--- src/rtl/sarray_seq.sv ---
// ============================================================================
//  Module   : sarray_seq
//  Purpose  : Sequencer for an HxH systolic array. Accepts one TMMA command,
//             produces skewed per-row/per-column valid and beat-index streams
//             (FEED), waits for the array to drain (DRAIN), then enables
//             result shift-out (STORE) and pulses done.
//  Revision : 1.0 - initial release
// ----------------------------------------------------------------------------
//  Parameters
//    H       rows = columns of the array (2..64)
//    CNT_W   K-beat counter width
//    PREC_W  precision field width
//  Ports
//    clk, rst_n                      clock, asynchronous active-low reset
//    cmd_valid_i / cmd_ready_o       command handshake (ready only in IDLE)
//    cmd_k_i, cmd_acc_i,
//    cmd_type_i, cmd_precision_i     command fields, latched on accept
//    abort_i                         abandons a running command
//    left_valid_o/left_cnt_o         per-row skewed valid / beat index
//    left_type_o/left_precision_o    latched type / precision per row
//    left_acc_o                      accumulate flag on each row's first beat
//    top_valid_o/top_cnt_o           per-column copies of the row streams
//    storec_valid_o                  result shift-out enable
//    busy_o, done_o                  status, one-cycle completion pulse
//    cycles_o                        busy-cycle count of the last command
//                                    (only with SARRAY_SEQ_PERF_EN defined)
//  Build option
//    SARRAY_SEQ_PERF_EN  adds cycles_o and its saturating counter
// ============================================================================
`default_nettype none

module sarray_seq #(
  parameter int H      = 64,
  parameter int CNT_W  = 8,
  parameter int PREC_W = 2
) (
  input  logic                clk,
  input  logic                rst_n,
  input  logic                cmd_valid_i,
  output logic                cmd_ready_o,
  input  logic [CNT_W-1:0]    cmd_k_i,
  input  logic                cmd_acc_i,
  input  logic                cmd_type_i,
  input  logic [PREC_W-1:0]   cmd_precision_i,
  input  logic                abort_i,
  output logic [H-1:0]        left_valid_o,
  output logic [CNT_W*H-1:0]  left_cnt_o,
  output logic [H-1:0]        left_type_o,
  output logic [PREC_W*H-1:0] left_precision_o,
  output logic [H-1:0]        left_acc_o,
  output logic [H-1:0]        top_valid_o,
  output logic [CNT_W*H-1:0]  top_cnt_o,
  output logic                storec_valid_o,
  output logic                busy_o,
  output logic                done_o
`ifdef SARRAY_SEQ_PERF_EN
  ,
  output logic [31:0]         cycles_o
`endif
);

  // Phase counter is wide enough for K+H-2 at maximum K, so it never wraps.
  localparam int T_W = CNT_W + $clog2(H) + 1;

  localparam logic [1:0] S_IDLE  = 2'd0;
  localparam logic [1:0] S_FEED  = 2'd1;
  localparam logic [1:0] S_DRAIN = 2'd2;
  localparam logic [1:0] S_STORE = 2'd3;

  localparam logic [T_W-1:0] c_HM1 = T_W'(H - 1);
  localparam logic [T_W-1:0] c_HM2 = T_W'(H - 2);

  // --------------------------------------------------------------------------
  // Registers
  // --------------------------------------------------------------------------
  logic [1:0]         r_state;
  logic [T_W-1:0]     r_t;
  logic [CNT_W-1:0]   r_k;
  logic               r_acc;
  logic               r_type;
  logic [PREC_W-1:0]  r_prec;

  logic [H-1:0]       r_valid;
  logic [CNT_W*H-1:0] r_cnt;
  logic [H-1:0]       r_acc_out;
  logic               r_storec;
  logic               r_busy;
  logic               r_done;
  logic               r_ready;

  // --------------------------------------------------------------------------
  // Wires
  // --------------------------------------------------------------------------
  logic               w_accept;
  logic [1:0]         w_state_nx;
  logic [T_W-1:0]     w_t_nx;
  logic               w_done_nx;
  logic [T_W-1:0]     w_feed_last;
  logic [CNT_W-1:0]   w_k_nx;
  logic [T_W-1:0]     w_k_ext_nx;
  logic               w_acc_nx;
  logic               w_feed_nx;
  logic               w_storec_nx;
  logic               w_busy_nx;
  logic               w_ready_nx;
  logic [H-1:0]       w_valid_nx;
  logic [CNT_W*H-1:0] w_cnt_nx;
  logic [H-1:0]       w_acc_o_nx;

  assign w_accept    = cmd_valid_i && (r_state == S_IDLE);
  assign w_feed_last = {{(T_W-CNT_W){1'b0}}, r_k} + c_HM2;

  // Outputs are registered and must show the values for the state/t being
  // entered, so lane decode works on the next-cycle view of K and acc.
  assign w_k_nx     = w_accept ? cmd_k_i   : r_k;
  assign w_acc_nx   = w_accept ? cmd_acc_i : r_acc;
  assign w_k_ext_nx = {{(T_W-CNT_W){1'b0}}, w_k_nx};

  // --------------------------------------------------------------------------
  // State register (with phase counter and latched command fields)
  // --------------------------------------------------------------------------
  always_ff @(posedge clk or negedge rst_n) begin
    if (!rst_n) begin
      r_state <= S_IDLE;
      r_t     <= '0;
      r_k     <= '0;
      r_acc   <= 1'b0;
      r_type  <= 1'b0;
      r_prec  <= '0;
    end else begin
      r_state <= w_state_nx;
      r_t     <= w_t_nx;
      if (w_accept) begin
        r_k    <= cmd_k_i;
        r_acc  <= cmd_acc_i;
        r_type <= cmd_type_i;
        r_prec <= cmd_precision_i;
      end
    end
  end

  // --------------------------------------------------------------------------
  // Next-state logic. t restarts at 0 on entry to every phase; abort is only
  // honoured outside IDLE.
  // --------------------------------------------------------------------------
  always_comb begin
    w_state_nx = r_state;
    w_t_nx     = r_t;
    w_done_nx  = 1'b0;
    case (r_state)
      S_IDLE: begin
        w_t_nx = '0;
        if (w_accept) begin
          if (cmd_k_i == '0) w_done_nx  = 1'b1;
          else               w_state_nx = S_FEED;
        end
      end
      S_FEED: begin
        if (abort_i) begin
          w_state_nx = S_IDLE;
          w_t_nx     = '0;
        end else if (r_t == w_feed_last) begin
          w_state_nx = S_DRAIN;
          w_t_nx     = '0;
        end else begin
          w_t_nx = r_t + 1'b1;
        end
      end
      S_DRAIN: begin
        if (abort_i) begin
          w_state_nx = S_IDLE;
          w_t_nx     = '0;
        end else if (r_t == c_HM1) begin
          w_state_nx = S_STORE;
          w_t_nx     = '0;
        end else begin
          w_t_nx = r_t + 1'b1;
        end
      end
      S_STORE: begin
        if (abort_i) begin
          w_state_nx = S_IDLE;
          w_t_nx     = '0;
        end else if (r_t == c_HM1) begin
          w_state_nx = S_IDLE;
          w_t_nx     = '0;
          w_done_nx  = 1'b1;
        end else begin
          w_t_nx = r_t + 1'b1;
        end
      end
      default: begin
        w_state_nx = S_IDLE;
        w_t_nx     = '0;
      end
    endcase
  end

  // --------------------------------------------------------------------------
  // Output decode (next-cycle values)
  // --------------------------------------------------------------------------
  always_comb begin
    w_feed_nx   = (w_state_nx == S_FEED);
    w_storec_nx = (w_state_nx == S_STORE);
    w_busy_nx   = (w_state_nx != S_IDLE);
    w_ready_nx  = (w_state_nx == S_IDLE);
  end

  // Lane i sees beat t-i; it is live while 0 <= t-i < K.
  genvar gi;
  generate
    for (gi = 0; gi < H; gi++) begin : g_lane
      localparam logic [T_W-1:0] c_IDX = T_W'(gi);
      logic [T_W-1:0] w_diff;
      logic           w_v;
      assign w_diff = w_t_nx - c_IDX;
      assign w_v    = w_feed_nx && (w_t_nx >= c_IDX) && (w_diff < w_k_ext_nx);
      assign w_valid_nx[gi]              = w_v;
      assign w_cnt_nx[gi*CNT_W +: CNT_W] = w_v ? w_diff[CNT_W-1:0] : '0;
      assign w_acc_o_nx[gi]              = w_acc_nx && w_v && (w_diff == '0);
    end
  endgenerate

  // --------------------------------------------------------------------------
  // Output registers
  // --------------------------------------------------------------------------
  always_ff @(posedge clk or negedge rst_n) begin
    if (!rst_n) begin
      r_valid   <= '0;
      r_cnt     <= '0;
      r_acc_out <= '0;
      r_storec  <= 1'b0;
      r_busy    <= 1'b0;
      r_done    <= 1'b0;
      r_ready   <= 1'b1;
    end else begin
      r_valid   <= w_valid_nx;
      r_cnt     <= w_cnt_nx;
      r_acc_out <= w_acc_o_nx;
      r_storec  <= w_storec_nx;
      r_busy    <= w_busy_nx;
      r_done    <= w_done_nx;
      r_ready   <= w_ready_nx;
    end
  end

  assign cmd_ready_o      = r_ready;
  assign left_valid_o     = r_valid;
  assign left_cnt_o       = r_cnt;
  assign left_acc_o       = r_acc_out;
  assign left_type_o      = {H{r_type}};
  assign left_precision_o = {H{r_prec}};
  assign top_valid_o      = r_valid;
  assign top_cnt_o        = r_cnt;
  assign storec_valid_o   = r_storec;
  assign busy_o           = r_busy;
  assign done_o           = r_done;

`ifdef SARRAY_SEQ_PERF_EN
  // Busy-cycle counter: cleared on accept, holds once IDLE, saturates.
  logic [31:0] r_cycles;
  always_ff @(posedge clk or negedge rst_n) begin
    if (!rst_n) begin
      r_cycles <= '0;
    end else if (w_accept) begin
      r_cycles <= '0;
    end else if ((r_state != S_IDLE) && (r_cycles != 32'hFFFF_FFFF)) begin
      r_cycles <= r_cycles + 32'd1;
    end
  end
  assign cycles_o = r_cycles;
`endif

endmodule

`default_nettype wire
--- config.mk ---
export PLATFORM = sky130hd
export DESIGN_NAME = sarray_seq
export DESIGN_NICKNAME = d
export VERILOG_FILES = /design/src/rtl/sarray_seq.sv
export SDC_FILE = /design/constraint.sdc
export NUM_CORES = 1
export LEC_CHECK = 0
export CORE_AREA = 2 2 552 554
export CTS_CLUSTER_SIZE = 20
export DETAILED_ROUTE_END_ITERATION = 10
export DIE_AREA = 0 0 554 556
export SYNTH_ARGS = -nofsm -noshare
export SYNTH_HDL_FRONTEND = slang
export SYNTH_SLANG_ARGS = --single-unit
--- constraint.sdc ---
create_clock -name clk -period 6.6 [get_ports clk]
set_clock_uncertainty 0.2 [all_clocks]
set_input_delay 1.32 -clock clk [delete_from_list [all_inputs] [get_ports clk]]
set_output_delay 1.32 -clock clk [all_outputs]
set_load 0.01 [all_outputs]
=== Yosys cells after proc, flatten, opt, wreduce, memory -nomap -nowiden ===
Cells that the tools add are included.

* Output and inout port bits: 1412
* ROM bits: 0
* Memories: 0
* Bits in registers: 673
* Latch bits: 0
* RAM bits: 0

* Bitwise logic cells: 0
* $add $sub $neg: 65
* Div/mod/pow operators: 0
* Shift operators: 0
* $mul: 0
* Reductions and logical operators: 326
* Muxes and demuxes: 85
* Equal/unequal tests: 7
* Magnitude comparators: 128

{| class="wikitable"
|+ Operators with widths
! kind !! number
|-
| $logic_not A15 Y1 || 64
|-
| $lt A15 B8 Y1 || 64
|-
| $mux W8 || 65
|-
| $ge A15 B6 Y1 const B || 32
|-
| $sub A15 B6 Y15 const B || 32
|-
| $logic_and A1 B1 Y1 || 257
|-
| $ge A15 B5 Y1 const B || 16
|-
| $sub A15 B5 Y15 const B || 16
|-
| $ge A15 B4 Y1 const B || 8
|-
| $sub A15 B4 Y15 const B || 8
|-
| $ge A15 B3 Y1 const B || 4
|-
| $mux W15 || 4
|-
| $sub A15 B3 Y15 const B || 4
|-
| $pmux W15 S3 || 1
|-
| $ge A15 B1 Y1 const B || 2
|-
| $ge A15 B2 Y1 const B || 2
|-
| $sub A15 B2 Y15 const B || 2
|-
| $mux W2 || 8
|-
| $add A15 B1 Y15 const B || 1
|-
| $eq A15 B6 Y1 const B || 1
|-
| $eq A15 B9 Y1 || 1
|-
| $sub A15 B1 Y15 const B || 1
|-
| $add A8 B6 Y9 const B || 1
|-
| $logic_not A8 Y1 || 1
|-
| other kinds (8) || 16
|}

=== Longest topological paths before layout ===
* Depth after elaboration: 10
* Mapped depth: 32

=== Worst setup path after synthesis ===
OpenSTA, ideal clock, no wires.

* Path type: input to register
* Start: input port cmd_valid_i
* End: register r_acc_out[49], in the netlist left_acc_o[49]
* Data required time: 6.320 ns
* Path buffers: 2
* Slack: -1.115 ns
* Arrival time: 7.435 ns
* Cell stages on the path: 11
* Cell sequence: nand2_1 buf_1 mux2i_1 ha_1 a21o_1 a211oi_1 o211ai_1 or4b_1 or4_1 buf_2 nor3_2

* Longest elaborated chain between the ends: 8
* Elaborated cells between the ends (all ways): 11
* Those cells by class: 1 x order compare; 1 x eq/ne; 4 x mux; 5 x reduce/logical

{| class="wikitable"
|+ RTL lines
! element !! RTL line !! source
|-
| start: declaration || 39 || <nowiki>input logic cmd_valid_i,</nowiki>
|-
| $logic_and A1 B1 Y1 (*) || 110 || <nowiki>assign w_accept = cmd_valid_i && (r_state == S_IDLE);</nowiki>
|-
| parallel branches: the longest is 5 deep, another holds $lt A15 B8 Y1 || n/a ||
|-
| $logic_and A1 B1 Y1 (*) (2 in series) || 220 || <nowiki>assign w_acc_o_nx[gi] = w_acc_nx && w_v && (w_diff == '0);</nowiki>
|-
| via w_acc_o_nx[49] || 108 || <nowiki>logic [H-1:0] w_acc_o_nx;</nowiki>
|-
| end signal: assignment || 239 || <nowiki>r_acc_out <= w_acc_o_nx;</nowiki>
|-
| end: declaration || 85 || <nowiki>logic [H-1:0] r_acc_out;</nowiki>
|}

Mark *: on every way through the listed nets, which the timed path passes.
A chain may end at the register's enable or synchronous reset.

=== Worst setup path after layout ===
* Start: input port abort_i
* End: register r_acc_out[49], in the netlist left_acc_o[49]

* Longest elaborated chain between the ends: 7
* Elaborated cells between the ends (all ways): 16
* Those cells by class: 1 x add/sub; 2 x order compare; 1 x eq/ne; 7 x mux; 5 x reduce/logical

{| class="wikitable"
|+ RTL lines
! element !! RTL line !! source
|-
| start: declaration || 45 || <nowiki>input logic abort_i,</nowiki>
|-
| $mux W15 (tied with other cells) || 181 || <nowiki>if (abort_i) begin</nowiki>
|-
| $pmux W15 S3 / $pmux W2 S4 (equally long branches) || 150 || <nowiki>case (r_state)</nowiki>
|-
| $sub A15 B6 Y15 (tied with other cells) || 216 || <nowiki>assign w_diff = w_t_nx - c_IDX;</nowiki>
|-
| $lt A15 B8 Y1 / $logic_and A1 B1 Y1 (equally long branches) || 217 || <nowiki>assign w_v = w_feed_nx && (w_t_nx >= c_IDX) && (w_diff < w_k_ext_nx);</nowiki>
|-
| $logic_and A1 B1 Y1 || 217 ||
|-
| $logic_and A1 B1 Y1 || 220 ||
|-
| $logic_and A1 B1 Y1 (*) || 220 ||
|-
| via w_acc_o_nx[49] || 108 ||
|}

Mark *: on every way through the listed nets, which the timed path passes. The rest lies on a longest branch.

==> impl_metrics.ini <==
[setup_path]
r2r_slack_ns = 0.08
timing.rr.end = left_acc_o[49]
crit_fanout = 18
critPathMostFrequentCell = sky130_fd_sc_hd__buf_4
worstSetupPathType = in -> reg
worst-endpoint-arrival_ns = 7.12
worstSetupStartpointType = input pin
setup.worst_path.end_class = register
path_delay_family = buffers and inverters
worstPathBufferInverterCount = 9
crit_path_cell_count = 17
worst_path_max_delay_cell = sky130_fd_sc_hd__nor3_1
crit_path_cell_trace = clkdlybuf4s50_1 > or2_2 > buf_4 > buf_4 > buf_4 > nor2_1 > mux2_2 > buf_4 > nand2_1 > clkinv_1 > buf_4 > nor3_1 > buf_4 > or4b_1 > or4_1 > buf_6 > nor3_2
critical_path.max_stage_delay_ns = 0.75
worst_ep_required_time_ns = 7.14
cp-endpoint = left_acc_o[49]
r2r_start = r_state[0]
setup.worst_path.start = abort_i
r2r.worst_path.cells = 18

[power_and_ir_drop]
power_per_cell_area_nw_per_um2 = 223.0
total_power_mw = 17.02
relative_contribution_of_sequential_cells_to_total_power_pct = 25.8
pwr-share-comb_pct = 43.1
internal_power_mw = 10.16
power.leakage_nw = 33.65
ir_worst_vdd_v = 0.0001849
p_clk_share_pct = 31.2
power.net_switching_mw = 6.859
power_switching_share_pct = 40.30

[yosys]
syn-num-nets = 5682
flop_and_latch_count_out_of_synthesis = 673
yosysWarningCount = 0
synth-edff-count = 0
dominantRegCellSynth = sky130_fd_sc_hd__dfrtp_1
mappedNetlistArea_sq_um = 46710
synth_area_per_cell_sq_um = 8.690
synthesis.instances = 5376
netlist-cell-type-count = 102
postSynth.asyncResetShare_pct = 100.0
ys_seq_area_share_pct = 36.05

[run_status]
run_status = finished, final reports clean

[sta]
fmax_mhz = 151.9
max-slew-margin-rel_pct = 7.340
fin_crit_ns = 6.582
report.final.setup_viol = 0
final_min_period_over_clock_period_pct = 99.73
timing.final.max_slew_violations = 0
setup-tns-final_ns = 0
timing_worst_slew_pin_value_ns = 1.378
rsz_0062_raised_after_global_routing = yes
final_hold_viol_count = 0

[detailed_routing]
post_drt_wl_per_cell_microns = 40.54
dr.pass1.iters = 6
detail_route.vias_per_cell = 4.716
final_antenna_net_count = 0
first_iter_violations = 6947
drc_errors = 0
totalWireLength_microns = 466200
routed-via-count = 54240

[floorplanning]
initial_core_util_pct = 15.47
die_width_microns = 554
die_area_sq_um = 308000
io_pins = 1428
core_sq_um = 302000
fp.dieH_microns = 556
floorplan.rows = 202

[final_layout]
register_area_sq_um = 16850
drive_gt1_share_pct = 26.05
filler_cell_count = 32910
multi_input_area_sq_um = 23040
area_growth_synth_to_finish_pct = 63.34
final_common_cell = sky130_fd_sc_hd__buf_4
finish.net_count = 7722
most-common-layout-cells = 1447 x sky130_fd_sc_hd__buf_4, 1426 x sky130_fd_sc_hd__clkdlybuf4s50_1, 669 x sky130_fd_sc_hd__dfrtp_1

[worst_hold_path]
worstHoldPathType = in -> async

[global_route]
number_of_antenna_violations_at_the_first_check_in_global_routing = 63
pin_count_of_the_biggest_net_entering_global_routing = 117
first_pass_grt_wire_length_microns = 583300
gr-usage-all-layers_pct = 29.09
grt.overflow.total = 0
grt_pass1_vias = 52570

[clocking]
cell_at_the_root_of_the_clock_tree = sky130_fd_sc_hd__clkbuf_16
cts-buffers-inserted = 95
clk_transition_reported_paths_ns = 0.06
cts.path.max_buffers = 4
clkLatencyLatePin_ns = 0.86
ctsHoldBuffers = 0
h_tree_lvls = 3
clock_sink_count = 673
cts_tree = built

[placement]
routabilityCongestion = 1.138
buffer_ports.inserted = 1427
dpl.hpwl_microns = 389600

[flow_run]
max_cap_viols = 0
==> metal layers <==
| metal | vias to the layer above | global-route usage, % | routed length (microns) |
|---|---|---|---|
| met5 | - | 0.1719 | 361 |
| met4 | 46 | 13.70 | 25790 |
| met3 | 958 | 10.77 | 52740 |
| met2 | 3881 | 42.84 | 192900 |
| met1 | 27250 | 37.28 | 194500 |
| li1 | 22100 | - | - |
==> worst min-delay path by stage <==
stage,startpoint,endpoint,depth (start not counted)
after global routing,rst_n,left_cnt_o[456],1
after detailed placement,r_state[0],done_o,3
final,rst_n,left_valid_o[57],1
after CTS,rst_n,left_cnt_o[456],1
after global placement,r_state[0],done_o,3
after floorplan,r_k[0],r_k[0],2
==> state kept, by name, summed over array words and instances (netlist names) <==
| register | count |
|---|---|
| busy_o | 1 |
| cmd_ready_o | 1 |
| r_k | 8 |
| r_acc | 1 |
| done_o | 1 |
| r_type | 1 |
| r_state | 2 |
| left_valid_o | 64 |
| left_cnt_o | 512 |
| left_acc_o | 64 |
| r_t | 15 |
| r_prec | 2 |
| storec_valid_o | 1 |
==> cell usage after synthesis (37+ instances only) <==
cell	n	area (sq um)
sky130_fd_sc_hd__nand3_1	143	715.7
sky130_fd_sc_hd__a21o_1	82	615.6
sky130_fd_sc_hd__nor2b_1	50	312.8
sky130_fd_sc_hd__and2_1	44	275.3
sky130_fd_sc_hd__a211oi_1	57	427.9
sky130_fd_sc_hd__xnor2_1	264	2312
sky130_fd_sc_hd__buf_2	71	355.3
sky130_fd_sc_hd__o21ai_0	208	1041
sky130_fd_sc_hd__inv_1	255	957.2
sky130_fd_sc_hd__nor4_1	80	500.5
sky130_fd_sc_hd__nand4_1	114	713.2
sky130_fd_sc_hd__and3_1	37	231.5
sky130_fd_sc_hd__a21oi_1	309	1546
sky130_fd_sc_hd__nor2_1	648	2432
sky130_fd_sc_hd__mux2i_1	44	440.4
sky130_fd_sc_hd__ha_1	290	3628
sky130_fd_sc_hd__dfrtp_1	672	16820
sky130_fd_sc_hd__clkbuf_1	158	593.1
sky130_fd_sc_hd__nor3_1	108	540.5
sky130_fd_sc_hd__a31oi_1	49	306.5
sky130_fd_sc_hd__buf_4	775	5818
sky130_fd_sc_hd__nand2_1	305	1145
==> stage by stage <==
stage          area [sq um]  instances  util (%)  hold WS [ns]  setup slack (ns)
2_1_floorplan         46800       5376         -        0.3827           0.01214
3_3_place_gp          72440      11280     23.99        0.6067           -0.9391
3_5_place_dp          72440      11280     23.99        0.6053           -0.9362
4_1_cts               75800      11460     25.10        0.3099          0.007247
5_1_grt               76230      11470     25.24        0.3403          -0.02108
6_report              76300      11500     25.26        0.3023           0.01761
==> cell families (layout without fill, tap and decap cells) <==
| kind of cell | Yosys count | in the layout | synth area share (%) |
|---|---|---|---|
| xor+xnor | 301 | 301 | 5.659 |
| buf+inv | 1306 | 3420 | 16.98 |
| mux | 58 | 58 | 1.286 |
| simple gates | 1676 | 1676 | 17.18 |
| compound gates | 1072 | 1072 | 15.07 |
| flops | 673 | 673 | 36.05 |
| fa+ha+maj | 290 | 290 | 7.767 |
| other cells | 0 | 34 | 0 |
==> timing repair <==
action / CTS / global route
gates resized for setup: 38 / 74
setup endpoints to repair: 121 / 264
buffers inserted: 6 / 7
pin swaps: 2 / 8
cloned: 0 / 1
==> power groups by stage <==
stage / logic, mW / clock network, mW / registers, mW
global route: 7.66 / 5.60 / 4.41
floorplan: 3.50 / 0 / 4.41
global placement: 7.06 / 0 / 4.45
detailed placement: 7.06 / 0 / 4.45
finish: 7.33 / 5.30 / 4.39
CTS: 7.11 / 5.47 / 4.38
==> final cells by class <==
class                           count  share of cell area (%)
Clock buffer                      114                   3.366
Sequential cell                   673                   22.08
Inverter                          269                   1.338
Timing Repair Buffer             2980                   35.62
Multi-Input combinational cell   3397                   30.20
Clock inverter                     57                  0.7658
Tap cell                         3978                   6.523
Antenna cell                       34                  0.1115
No activity file was read; power rests on OpenSTA's default activity.
